--- config.mk ---
export PLATFORM = sky130hd
export DESIGN_NAME = bram_burst_responder
export DESIGN_NICKNAME = d
export VERILOG_FILES = /design/src/rtl/bram_burst_responder.sv
export SDC_FILE = /design/constraint.sdc
export NUM_CORES = 1
export LEC_CHECK = 0
export ABC_AREA = 0
export CAP_MARGIN = 10
export CORE_MARGIN = 4
export CORE_UTILIZATION = 41
export CTS_CLUSTER_SIZE = 12
export DETAILED_ROUTE_END_ITERATION = 10
export PLACE_DENSITY = 0.86
export SYNTH_ARGS = -nofsm -noshare
export SYNTH_HDL_FRONTEND = slang
export SYNTH_SLANG_ARGS = --single-unit
--- constraint.sdc ---
create_clock -name clk -period 4.8 [get_ports clk]
set_clock_uncertainty 0.2 [all_clocks]
set_input_delay 0.72 -clock clk [delete_from_list [all_inputs] [get_ports clk]]
set_output_delay 0.72 -clock clk [all_outputs]
set_load 0.01 [all_outputs]
--- src/rtl/bram_burst_responder.sv ---
// Block-fill responder: streams one aligned cache block out of a single-port
// synchronous BRAM (one-cycle read latency), flagging the final word with mem_last.
module bram_burst_responder #(
   parameter int DATA_WIDTH         = 32,
   parameter int ADDR_WIDTH         = 16,
   parameter int BLOCK_OFFSET_WIDTH = 5,
   parameter int WAIT_CYCLES        = 0
) (
   input  logic                  clk,
   input  logic                  rst_n,
   input  logic [ADDR_WIDTH-1:0] mem_addr,
   input  logic                  mem_enable,
   output logic [DATA_WIDTH-1:0] mem_read,
   output logic                  mem_read_valid,
   output logic                  mem_last,
   output logic [ADDR_WIDTH-1:0] bram_addr,
   output logic                  bram_en,
   input  logic [DATA_WIDTH-1:0] bram_dout
);

   localparam logic [BLOCK_OFFSET_WIDTH-1:0] OFF_MAX   = '1;
   localparam logic [7:0]                    WAIT_LOAD = 8'(WAIT_CYCLES);
   localparam logic [ADDR_WIDTH-1:0]         OFF_MASK  = ADDR_WIDTH'((1 << BLOCK_OFFSET_WIDTH) - 1);

   typedef enum logic [2:0] {S_IDLE, S_WAIT, S_ISSUE, S_DRAIN, S_HOLD} state_t;

   state_t                        state, state_next;
   logic [ADDR_WIDTH-1:0]         base;
   logic [BLOCK_OFFSET_WIDTH-1:0] offset;
   logic [7:0]                    wait_cnt;
   logic                          rd_flag, last_flag;
   logic                          accept, issue_fire;

   // Any state except IDLE treats a dropped mem_enable as an abort back to IDLE.
   always_comb begin
      state_next = state;
      accept     = 1'b0;
      issue_fire = 1'b0;
      case (state)
         S_IDLE: begin
            if (mem_enable) begin
               accept     = 1'b1;
               state_next = (WAIT_CYCLES > 0) ? S_WAIT : S_ISSUE;
            end
         end
         S_WAIT: begin
            if (!mem_enable)            state_next = S_IDLE;
            else if (wait_cnt == 8'd1)  state_next = S_ISSUE;
         end
         S_ISSUE: begin
            if (!mem_enable) begin
               state_next = S_IDLE;
            end else begin
               issue_fire = 1'b1;
               if (offset == OFF_MAX) state_next = S_DRAIN;
            end
         end
         S_DRAIN: state_next = mem_enable ? S_HOLD : S_IDLE;
         S_HOLD:  if (!mem_enable) state_next = S_IDLE;
         default: state_next = S_IDLE;
      endcase
   end

   // The offset saturates at the last word so a burst can never wrap into a second pass.
   always_ff @(posedge clk or negedge rst_n) begin
      if (!rst_n) begin
         state     <= S_IDLE;
         base      <= '0;
         offset    <= '0;
         wait_cnt  <= '0;
         rd_flag   <= 1'b0;
         last_flag <= 1'b0;
      end else begin
         state     <= state_next;
         rd_flag   <= issue_fire;
         last_flag <= issue_fire && (offset == OFF_MAX);
         if (accept) begin
            base     <= mem_addr & ~OFF_MASK;
            offset   <= '0;
            wait_cnt <= WAIT_LOAD;
         end else begin
            if (state == S_WAIT) wait_cnt <= wait_cnt - 8'd1;
            if (issue_fire && (offset != OFF_MAX)) offset <= offset + 1'b1;
         end
      end
   end

   assign bram_en        = issue_fire;
   assign bram_addr      = issue_fire ? (base | {{(ADDR_WIDTH-BLOCK_OFFSET_WIDTH){1'b0}}, offset}) : '0;
   // Gating with mem_enable suppresses the in-flight word in the very cycle of an abort.
   assign mem_read_valid = rd_flag & mem_enable;
   assign mem_last       = last_flag & mem_enable;
   assign mem_read       = mem_read_valid ? bram_dout : '0;

endmodule

==> flow_metrics.py, run 1 <==
metrics = {
    "min_path": {
        "hold_depth": 2,
        "worstHoldPathType": "reg -> reg",
        "worstHoldStart": "base[11]",
        "hold_end": "base[11]",
    },
    "worst_setup_path": {
        "crit_start": "mem_enable",
        "critPathCaptureType": "output pin",
        "crit_type": "in -> out",
        "rr_worst_depth": 6,
        "cp.required_ns": 3.88,
        "r2r-end": "offset[0]",
        "arrival_ns": 2.70,
        "reg2reg_from": "offset[0]",
        "critPathLaunchType": "input pin",
        "crit_path_max_fanout": 41,
        "reg2reg_slack_ns": 2.38,
    },
    "finish": {
        "n_antenna_cell": 0,
        "fin_nets": 347,
        "layout-drive-gt1-share": 0.0683,
        "syn2layout_area_growth_pct": 59.2,
        "n_fill_cell": 339,
    },
    "logic_synthesis": {
        "ys_types": 42,
        "synthCells": 202,
        "syn-cell-area_mm2": 0.00176,
        "ys.flop_type": "dfrtp_1",
        "synthTopCellsByArea": "dfrtp_1, and3_1, nand2_1",
        "synth-edff-count": 0,
        "syn_area_per_cell_um2": 8.72,
        "async_reset_ff_frac": 1.00,
        "synth_nets": 257,
        "yosysSeqAreaShare": 0.412,
        "yosysTopAreaCellShare": 0.412,
        "ys_seq_elements": 29,
        "yosysWarnings": 0,
        "yosysTopAreaCell": "dfrtp_1",
    },
    "clock_tree": {
        "cts_setup_buffers": 0,
        "cts_resized": 0,
        "numClockSinks": 29,
        "hold_buffers": 0,
        "cts_max_path_buffers": 2,
        "root_buffer": "clkbuf_8",
        "clkLatencyLatePin_ns": 0.28,
        "ctsHtreeMaxLevel": 2,
        "clkSlewWorstSetupHoldPaths_ns": 0.06,
        "cts_made_buffers": 5,
        "cts_tree": "done",
    },
    "global_route": {
        "grt_remaining_overflow": 0,
        "grt_pass1_wl_um": 7790,
        "grt_pass1_vias": 1634,
        "grtUsageTotal": 0.184,
        "grt_max_degree": 42,
        "antenna_found_initial": 0,
    },
    "sta": {
        "setup-violations-final": 0,
        "min_period_ns": 3.62,
        "fin_crit_sh": 0.754,
        "finalHoldViolCount": 0,
        "hold_slack_ns": 0.270,
        "rsz0062_at_grt": "false",
        "tightest_slew_ns": 0.692,
        "relSlewSlack": 0.539,
        "max_freq_mhz": 276,
        "finalSetupTns_ns": 0,
        "slew_violations": 0,
    },
    "pwr": {
        "ir_drop_mv": 0.199,
        "p_clk_frac": 0.322,
        "pwr-share-seq": 0.468,
        "p_sw_uw": 157,
        "p_int_uw": 439,
        "leakage_uw": 0.00131,
        "power_density_mw_per_mm2": 213,
        "power_frac_comb": 0.210,
        "sw_frac_of_total": 0.264,
    },
    "die": {
        "die_x_um": 73.6,
        "die_area_mm2": 0.00541,
        "start_util": 0.431,
        "num_io_pins": 102,
        "die_h_um": 73.6,
        "core_mm2": 0.00409,
        "rows": 23,
    },
    "detailed_routing": {
        "drtIter0Drc": 52,
        "met2_wirelength_um": 2560,
        "remaining_drc_errors": 0,
        "met3_length_um": 546,
        "wire_per_inst_um": 14.9,
        "final_antenna_net_count": 0,
        "wl_um": 5110,
        "met1Wirelength_um": 1960,
        "highest_layer": "met4",
        "dr.pass1.iters": 4,
        "num_vias": 1755,
        "viasPerCell": 5.12,
    },
    "placement": {
        "numPortBuffers": 96,
        "place.gp.congestion": 0.790,
        "hpwl_um": 3890,
    },
    "run": {
        "maxCapViolCount": 0,
    },
    "status": {
        "status": "completed",
    },
}
critical path, cell delays in order:
cell             delay (ns)
clkdlybuf4s50_1        0.45
buf_4                  0.27
and4bb_2               0.51
and2_1                 0.19
clkdlybuf4s50_1        0.55
final cells by class:
type	instances	area (um^2)	area share
clock buffers	5	68.8	0.0245
multi-input cells	154	936	0.334
well taps	50	62.6	0.0223
clock inverters	3	17.5	0.00624
repair buffers	99	983	0.351
flip-flops and latches	29	726	0.259
inverters	3	11.3	0.00401
how the worst max path moves through the flow:
stage                     cells after the start             to  slack [ns]
final                                         5   bram_addr[8]        1.18
after floorplan                               4  bram_addr[10]        2.25
after global placement                        5   bram_addr[7]        1.18
after CTS                                     5   bram_addr[8]        1.15
after global routing                          5   bram_addr[7]        1.05
after detailed placement                      5   bram_addr[8]        1.15
layer usage:
layer,GRT usage,up-vias
met2,0.328,69
met4,0.0423,0
met1,0.210,808
met5,0,-
li1,-,872
met3,0.0657,6
power by group through the flow:
stage / Combinational, uW / Clock, uW / Sequential [uW]
after CTS: 127 / 199 / 279
after global routing: 137 / 209 / 282
after floorplan: 53.1 / 0 / 276
final: 125 / 192 / 279
after global placement: 123 / 0 / 282
after detailed placement: 127 / 0 / 284
flip-flops by register name (all words and copies together) (netlist names):
signal / flops
base: 11
wait_cnt: 8
offset: 5
state: 3
last_flag: 1
rd_flag: 1
stage by stage:
| stage | cells | cell area, um^2 | utilization | power, uW | setup WS [ns] |
|---|---|---|---|---|---|
| 3_3_place_gp | 335 | 2720 | 0.665 | 405 | 1.18 |
| 4_1_cts | 343 | 2810 | 0.686 | 606 | 1.15 |
| 3_5_place_dp | 335 | 2720 | 0.665 | 410 | 1.15 |
| 5_1_grt | 343 | 2810 | 0.686 | 628 | 1.05 |
| 6_report | 343 | 2810 | 0.686 | 597 | 1.18 |
| 2_1_floorplan | 202 | 1760 | - | 329 | 2.25 |
kinds of logic after synthesis:
logic type / Yosys count / synth area share
simple gates: 127 / 0.408
xor+xnor: 2 / 0.00994
mux: 2 / 0.0114
flops: 29 / 0.412
buf+inv: 19 / 0.0568
compound gates: 19 / 0.0732
fa+ha+maj: 4 / 0.0284
synthesized netlist by cell type, drive strengths merged, types with 3 or more instances:
cell / count
nand2b: 4
and3: 33
a21oi: 6
o21ai: 4
inv: 3
ha: 4
dfrtp: 29
or3: 3
nand2: 42
buf: 6
nor2: 5
clkbuf: 10
and2: 19
nand3: 3
cell usage in the layout, fill, tap and decap left out, drive strengths merged, types with 4 or more instances in the layout:
| cell type | instances |
|---|---|
| clkdlybuf4s50 | 96 |
| nand2 | 42 |
| and3 | 33 |
| dfrtp | 29 |
| and2 | 19 |
| a21oi | 6 |
| nor2 | 5 |
| clkbuf | 5 |
| nand2b | 4 |
| o21ai | 4 |
| ha | 4 |
Power figures use the tool's default switching activity.
==> inputs of run 2 (changes only) <==
CORE_UTILIZATION = 38   (was 41)
PLACE_DENSITY = 0.8   (was 0.86)
clock period = 3.6 ns   (was 4.8 ns; I/O delays follow)
==> flow_metrics.py, run 2 (synthesized netlist as in run 1, its figures left out) <==
metrics = {
    "detailed_routing": {
        "wire_per_inst_um": 13.8,
        "viasPerCell": 5.06,
        "num_vias": 1740,
        "dr.pass1.iters": 4,
        "wl_um": 4740,
        "remaining_drc_errors": 0,
        "met2_wirelength_um": 2300,
        "final_antenna_net_count": 0,
        "met3_length_um": 380,
        "highest_layer": "met4",
        "drtIter0Drc": 62,
        "met1Wirelength_um": 2000,
    },
    "clock_tree": {
        "cts_max_path_buffers": 2,
        "cts_tree": "done",
        "root_buffer": "clkbuf_8",
        "ctsHtreeMaxLevel": 2,
        "numClockSinks": 29,
        "cts_resized": 0,
        "clkLatencyLatePin_ns": 0.28,
        "cts_made_buffers": 5,
        "cts_setup_buffers": 0,
        "clkSlewWorstSetupHoldPaths_ns": 0.05,
        "hold_buffers": 0,
    },
    "sta": {
        "slew_violations": 0,
        "rsz0062_at_grt": "false",
        "max_freq_mhz": 338,
        "relSlewSlack": 0.524,
        "min_period_ns": 2.95,
        "finalHoldViolCount": 0,
        "tightest_slew_ns": 0.712,
        "fin_crit_sh": 0.821,
        "hold_slack_ns": 0.263,
        "finalSetupTns_ns": 0,
        "setup-violations-final": 0,
    },
    "status": {
        "status": "completed",
    },
    "pwr": {
        "ir_drop_mv": 0.169,
        "leakage_uw": 0.00131,
        "power_density_mw_per_mm2": 285,
    },
    "worst_setup_path": {
        "crit_path_max_fanout": 20,
        "rr_worst_depth": 6,
        "cp_num_buf_inv": 2,
        "crit_chain": "clkdlybuf4s50_1 -> and4bb_2 -> and2_1 -> clkdlybuf4s50_1",
        "crit_type": "in -> out",
        "critPathLaunchType": "input pin",
        "critPathCaptureType": "output pin",
        "worstSetupPathDepth": 4,
        "path_delay_family": "buffers and inverters",
        "path_common_cell": "clkdlybuf4s50_1",
        "crit_start": "mem_enable",
        "reg2reg_from": "offset[0]",
        "cp.required_ns": 2.86,
        "arrival_ns": 2.21,
        "max_stage_delay_ns": 0.53,
        "crit_slowest_cell": "clkdlybuf4s50_1",
    },
    "finish": {
        "layout-drive-gt1-share": 0.0616,
        "n_fill_cell": 402,
        "syn2layout_area_growth_pct": 59.4,
        "multi_input_area_um2": 936,
        "fin_nets": 347,
        "top_register": "base",
        "largestRegisters": "base x11, wait_cnt x8, offset x5",
        "final_common_cell": "clkdlybuf4s50_1",
        "seq_area_um2": 726,
        "fin_cells": 344,
        "n_antenna_cell": 0,
        "fin_util": 0.636,
        "layout_common_cells": "clkdlybuf4s50_1, nand2_1, and3_1",
        "largest_reg_flops": 11,
    },
    "placement": {
        "place.gp.congestion": 0.802,
        "hpwl_um": 3630,
        "numPortBuffers": 96,
        "dp_cells": 337,
    },
    "global_route": {
        "grt_max_degree": 41,
        "grt_pass1_wl_um": 7820,
        "grt_pass1_vias": 1567,
        "antenna_found_initial": 0,
        "grt_remaining_overflow": 0,
        "grtUsageTotal": 0.162,
    },
    "die": {
        "core_mm2": 0.00441,
        "die_area_mm2": 0.00579,
        "die_x_um": 76.1,
        "num_io_pins": 102,
        "rows": 24,
        "start_util": 0.399,
        "die_h_um": 76.1,
    },
    "min_path": {
        "hold_depth": 2,
        "worstHoldStart": "base[6]",
        "worstHoldPathType": "reg -> reg",
    },
    "run": {
        "maxCapViolCount": 0,
    },
}
## run 2: cell count changes in the layout (fill, tap and decap cells not counted)
cell / previous run / this run
clkbuf_8: 5 / 6
clkinv_2: 2 / 0
clkinvlp_4: 1 / 0
clkbuf_1: 0 / 1
## run 2: metrics by stage
step	setup WS [ns]	power, uW	cell area [um^2]
after floorplan	1.37	439	1760
after global placement	0.618	541	2720
after detailed placement	0.627	544	2720
after CTS	0.618	810	2810
after global routing	0.514	844	2810
final	0.646	799	2810
## run 2: per-layer routing
metal / track usage / vias to the layer above
met5: 0 / -
met4: 0.0420 / 0
met3: 0.0485 / 6
met2: 0.274 / 73
met1: 0.200 / 791
li1: - / 870
## run 2: worst paths after layout
kind	end	slack, ns
min reg2reg	base[6]	0.26
min	base[6]	0.26
max reg2reg	offset[0]	1.20
max in group asynchronous	wait_cnt[2]	2.49
min in group asynchronous	offset[3]	0.44
max	bram_addr[5]	0.65
## run 2: worst min-delay path: cells and delay by family, from the launching register on
family	cells	cell delay (ns)
DFF	1	0.33
and+or+nand+nor	2	0.10
## run 2: report_power, final
group / internal (uW) / switching, uW
logic: 103 / 61.3
clock network: 151 / 112
registers: 350 / 21.7
## run 2: cell type report
class | count | area share
clock buffers | 7 | 0.0307
inverters | 3 | 0.00401
multi-input cells | 154 | 0.333
flip-flops and latches | 29 | 0.258
well taps | 52 | 0.0232
repair buffers | 99 | 0.350
==> inputs of run 3 (changes only) <==
CORE_UTILIZATION = 34   (was 38)
PLACE_DENSITY = 0.76   (was 0.8)
clock period = 2.4 ns   (was 3.6 ns; I/O delays follow)
==> flow_metrics.py, run 3 (synthesized netlist as in run 1, its figures left out) <==
metrics = {
    "die": {
        "num_io_pins": 102,
        "die_x_um": 80.0,
        "start_util": 0.361,
        "die_area_mm2": 0.00640,
        "rows": 25,
        "die_h_um": 80.0,
        "core_mm2": 0.00488,
    },
    "clock_tree": {
        "cts_setup_buffers": 0,
        "cts_made_buffers": 5,
        "ctsHtreeMaxLevel": 2,
        "clkLatencyLatePin_ns": 0.28,
        "root_buffer": "clkbuf_8",
        "clkSlewWorstSetupHoldPaths_ns": 0.06,
        "numClockSinks": 29,
        "cts_max_path_buffers": 2,
        "cts_tree": "done",
    },
    "sta": {
        "rsz0062_at_grt": "false",
        "setup-violations-final": 0,
        "tightest_slew_ns": 0.361,
        "fin_crit_sh": 0.961,
        "max_freq_mhz": 434,
        "finalHoldViolCount": 0,
        "hold_slack_ns": 0.266,
        "slew_violations": 0,
        "min_period_ns": 2.31,
        "relSlewSlack": 0.759,
        "fin_ws_ns": 0.0938,
    },
    "worst_setup_path": {
        "rr_worst_depth": 6,
        "setup.worst_path.end": "offset[0]",
        "worstSetupPathDepth": 6,
        "crit_path_max_fanout": 6,
        "r2r-end": "offset[0]",
        "crit_chain": "ha_1 -> and3_1 -> ha_1 -> or4b_2 -> o21ai_1 -> a22o_1",
        "reg2reg_slack_ns": 0.09,
        "reg2reg_from": "offset[0]",
        "max_stage_delay_ns": 0.67,
        "path_common_cell": "ha_1",
        "critPathLaunchType": "register",
        "crit_start": "offset[0]",
        "cp.required_ns": 2.41,
        "path_delay_family": "simple AND/OR/NAND/NOR gates",
        "critPathCaptureType": "register",
        "crit_slowest_cell": "or4b_2",
        "crit_type": "reg -> reg",
        "cp_num_buf_inv": 0,
        "arrival_ns": 2.32,
    },
    "finish": {
        "top_register": "base",
        "syn2layout_area_growth_pct": 68.3,
        "fin_cells": 372,
        "fin_nets": 359,
        "largest_reg_flops": 11,
        "layout_common_cells": "clkdlybuf4s50_1, nand2_1, and3_1",
        "largestRegisters": "base x11, wait_cnt x8, offset x5",
        "multi_input_area_um2": 936,
        "final_common_cell": "clkdlybuf4s50_1",
        "n_fill_cell": 447,
        "seq_area_um2": 726,
        "fin_util": 0.608,
        "n_antenna_cell": 0,
        "layout-drive-gt1-share": 0.105,
    },
    "detailed_routing": {
        "remaining_drc_errors": 0,
        "num_vias": 1782,
        "wl_um": 5270,
        "drtIter0Drc": 105,
        "dr.pass1.iters": 4,
        "final_antenna_net_count": 0,
        "wire_per_inst_um": 14.2,
        "viasPerCell": 4.79,
    },
    "pwr": {
        "sw_frac_of_total": 0.244,
        "p_sw_uw": 321,
        "power_density_mw_per_mm2": 444,
        "p_clk_frac": 0.379,
        "power_uw": 1320,
        "ir_drop_mv": 0.411,
        "leakage_uw": 0.00148,
        "pwr-share-seq": 0.419,
        "p_int_uw": 996,
        "power_frac_comb": 0.202,
    },
    "global_route": {
        "grt_remaining_overflow": 0,
        "grt_pass1_wl_um": 8330,
        "grt_max_degree": 41,
        "grtUsageTotal": 0.162,
        "antenna_found_initial": 0,
        "grt_pass1_vias": 1737,
    },
    "placement": {
        "place.gp.congestion": 0.818,
        "numPortBuffers": 96,
        "dp_slack_ns": -0.0910,
        "dp_cells": 363,
        "hpwl_um": 3940,
    },
    "status": {
        "status": "completed",
    },
    "min_path": {
        "worstHoldPathType": "in -> async",
    },
    "run": {
        "maxCapViolCount": 0,
    },
}
-- run 3: changes by cell type in the layout (fill, tap and decap cells not counted), moves of 2 or more --
cell             before  now
buf_4                 3   12
dlymetal6s2s_1        0    2
dlygate4sd2_1         0   15
clkdlybuf4s50_1      96   79
-- run 3: layer usage --
layer  part of all wire  GRT usage  wire length [um]  vias up
li1                   -          -                 -      899
met1               0.42      0.192              2190      808
met2               0.48      0.286              2510       71
met3               0.10     0.0519               532        4
met4             0.0057     0.0304                30        0
met5                  0          0                 0        -
-- run 3: power by group through the flow --
| stage | registers, uW | logic, uW | clock network, uW |
|---|---|---|---|
| 6_report | 552 | 266 | 500 |
| 5_1_grt | 559 | 296 | 534 |
| 4_1_cts | 551 | 262 | 512 |
| 3_5_place_dp | 560 | 269 | 0 |
| 3_3_place_gp | 559 | 263 | 0 |
| 2_1_floorplan | 553 | 106 | 0 |
-- run 3: area by class of cell --
cell class | instances | area share
Timing Repair Buffer | 111 | 0.369
Multi-Input combinational cell | 154 | 0.316
Sequential cell | 29 | 0.245
Tap cell | 67 | 0.0283
Clock buffer | 5 | 0.0232
Clock inverter | 3 | 0.0156
Inverter | 3 | 0.00380
-- run 3: stage by stage --
step                      cell area (um^2)  setup TNS [ns]
after CTS                             2920           -1.22
after detailed placement              2820           -2.76
final                                 2970               0
after floorplan                       1760               0
after global routing                  2970               0
after global placement                2820           -1.76
-- run 3: worst reg2reg max path, delay by kind of cell (launching register included) --
family | cells | cell delay, ns
AOI/OAI and AO/OA | 2 | 0.28
DFF | 1 | 0.44
and+or+nand+nor | 2 | 0.86
adders and majority gates | 2 | 0.45
-- run 3: worst min path at each step --
stage / from / endpoint / cells past startpoint
finish: rst_n / offset[1] / 2
global route: base[6] / base[6] / 2
floorplan: rst_n / base[10] / 0
CTS: rst_n / wait_cnt[1] / 2
global placement: base[12] / base[12] / 2
detailed placement: base[6] / base[6] / 2
-- run 3: what timing repair did --
action / CTS / global route
resized for setup: 16 / 6
endpoints found under the setup margin: 49 / 36
cloned: 0 / 1
hold buffers: 0 / 0
==> RTL change: new RTL, settings of run 2 <==
`ADDR_WIDTH`: 16 -> 17.
--- a/src/rtl/bram_burst_responder.sv
+++ b/src/rtl/bram_burst_responder.sv
@@ -2,7 +2,7 @@
 // synchronous BRAM (one-cycle read latency), flagging the final word with mem_last.
 module bram_burst_responder #(
    parameter int DATA_WIDTH         = 32,
-   parameter int ADDR_WIDTH         = 16,
+   parameter int ADDR_WIDTH         = 17,
    parameter int BLOCK_OFFSET_WIDTH = 5,
    parameter int WAIT_CYCLES        = 0
 ) (
Ports: changed (resized bram_addr and mem_addr); port bits go from 102 to 104. No check against the original RTL was run, so the function may have changed too.
==> RTL change against run 2 <==
Die area grew 2.0%. Global-route usage grew 0.51 points. Final area grew 3.6%. Area after synthesis grew 2.2%. First-iteration DRC count grew 34%. Routed wire length grew 4.0%. Sequential cell count grew 1. Total power grew 4.1%. Setup slack lost 0.29 ns. Sequential power grew 5.4%.
==> RTL change: results <==
[logic_synthesis]
syn-num-nets = 239
ys.flop_type = dfrtp_1
synth.top_cells.by_area = dfrtp_1, and3_1, mux2_2
yosysSeqAreaShare_pct = 41.7
netlist-cell-type-count = 39
yosysWarnings = 0
synthArstFlopShare_pct = 100
synthTopCellsByCount = and3_1, dfrtp_1, and2_1, mux2_2, clkbuf_1

[placement]
gp_congestion = 0.796
dp_hpwl_mm = 3.75
port_buffers = 98
place_ws_ns = 0.325
placed_area_um2 = 2830

[setup_path]
cp-startpoint = mem_enable
slowest_delay_ns = 0.54
cp_top_family = buffers and inverters
path_class = primary input to primary output
crit_slowest_cell = clkdlybuf4s50_1
crit_arrival_ns = 2.51
cp_max_fo = 15
timing.rr.start = offset[0]

[clock_tree]
clk_path_buf_depth = 2
cts_buffers = 5
h-tree-depth = 2
root_buffer = clkbuf_8
clkLatencyLatePin_ns = 0.28
path_clk_slew_ns = 0.06
post_cts_buffers = 0

[status]
status = finished, final reports clean

[global_route]
grt_max_degree = 40
gr-usage-all-layers_pct = 16.7
grtUsageMet2_pct = 28.7
antenna_found_initial = 0
met1_usage_pct = 19.3
grt_pass1_wl_mm = 7.99
use_met3_pct = 7.26

[final_layout]
fin_nets = 336
fill_cells = 394
drive_gt1_share_pct = 10.7
antenna_cells = 0
largest_registers = base x12, wait_cnt x8, offset x5

[drt]
totalWireLength_mm = 4.93
drt_iter0_drc = 83
vias = 1688
drt_pass1_iterations = 4

[power_and_ir_drop]
ir_worst_vdd_uv = 246
power_leakage_uw = 0.00131

[worst_hold_path]
hold_path_class = flop to flop
hp-start = wait_cnt[7]

[sta]
slew_headroom_pct = 53.1
-- RTL change: logic make-up (layout without fill, tap and decap cells) --
kind of cell               Yosys count  after routing  synth area share (%)
adders and majority gates            4              4                  2.78
AOI/OAI and AO/OA                   24             24                  9.03
and+or+nand+nor                     91             91                  32.3
buffers and inverters               19            116                  5.00
muxes                               15             15                  9.17
DFF                                 30             30                  41.7
-- RTL change: worst paths after layout --
kind / to / slack (ns) / cells after the start
worst max register to register: offset[0] / 1.20 / 6
worst min-delay path: wait_cnt[7] / 0.27 / 1
worst min register to register: wait_cnt[7] / 0.27 / 1
max in group asynchronous: wait_cnt[6] / 2.45 / 2
min in group asynchronous: wait_cnt[2] / 0.46 / 2
worst max-delay path: bram_addr[11] / 0.35 / 6
-- RTL change: layout make-up --
cell class	count	area share, %
Sequential cell	30	25.8
Inverter	5	0.645
Timing Repair Buffer	104	35.7
Clock buffer	7	2.62
Tap cell	52	2.24
Multi-Input combinational cell	134	33.0
-- RTL change: metrics by stage --
stage | utilization (%) | total power (uW) | instances
detailed placement | 63.3 | 594 | 325
finish | 65.0 | 832 | 332
CTS | 65.0 | 843 | 332
global placement | 63.3 | 586 | 325
floorplan | - | 472 | 183
global route | 65.0 | 886 | 332
-- RTL change: routing by layer --
layer / vias up / part of all wire, %
li1: 846 / -
met1: 793 / 42
met2: 43 / 50
met3: 6 / 7.2
met4: 0 / 0.73
met5: - / 0
-- RTL change: power breakdown --
group,internal [uW],switching [uW],total [uW]
registers,368,24.3,392
clock network,133,115,247
logic,125,67.0,192
total,626,206,832
-- RTL change: worst register-to-register path: cells and delay by family, from the launching register on --
family	cells	cell delay [ns]
adders and majority gates	2	0.51
AOI/OAI and AO/OA	2	0.33
and+or+nand+nor	2	0.88
DFF	1	0.43
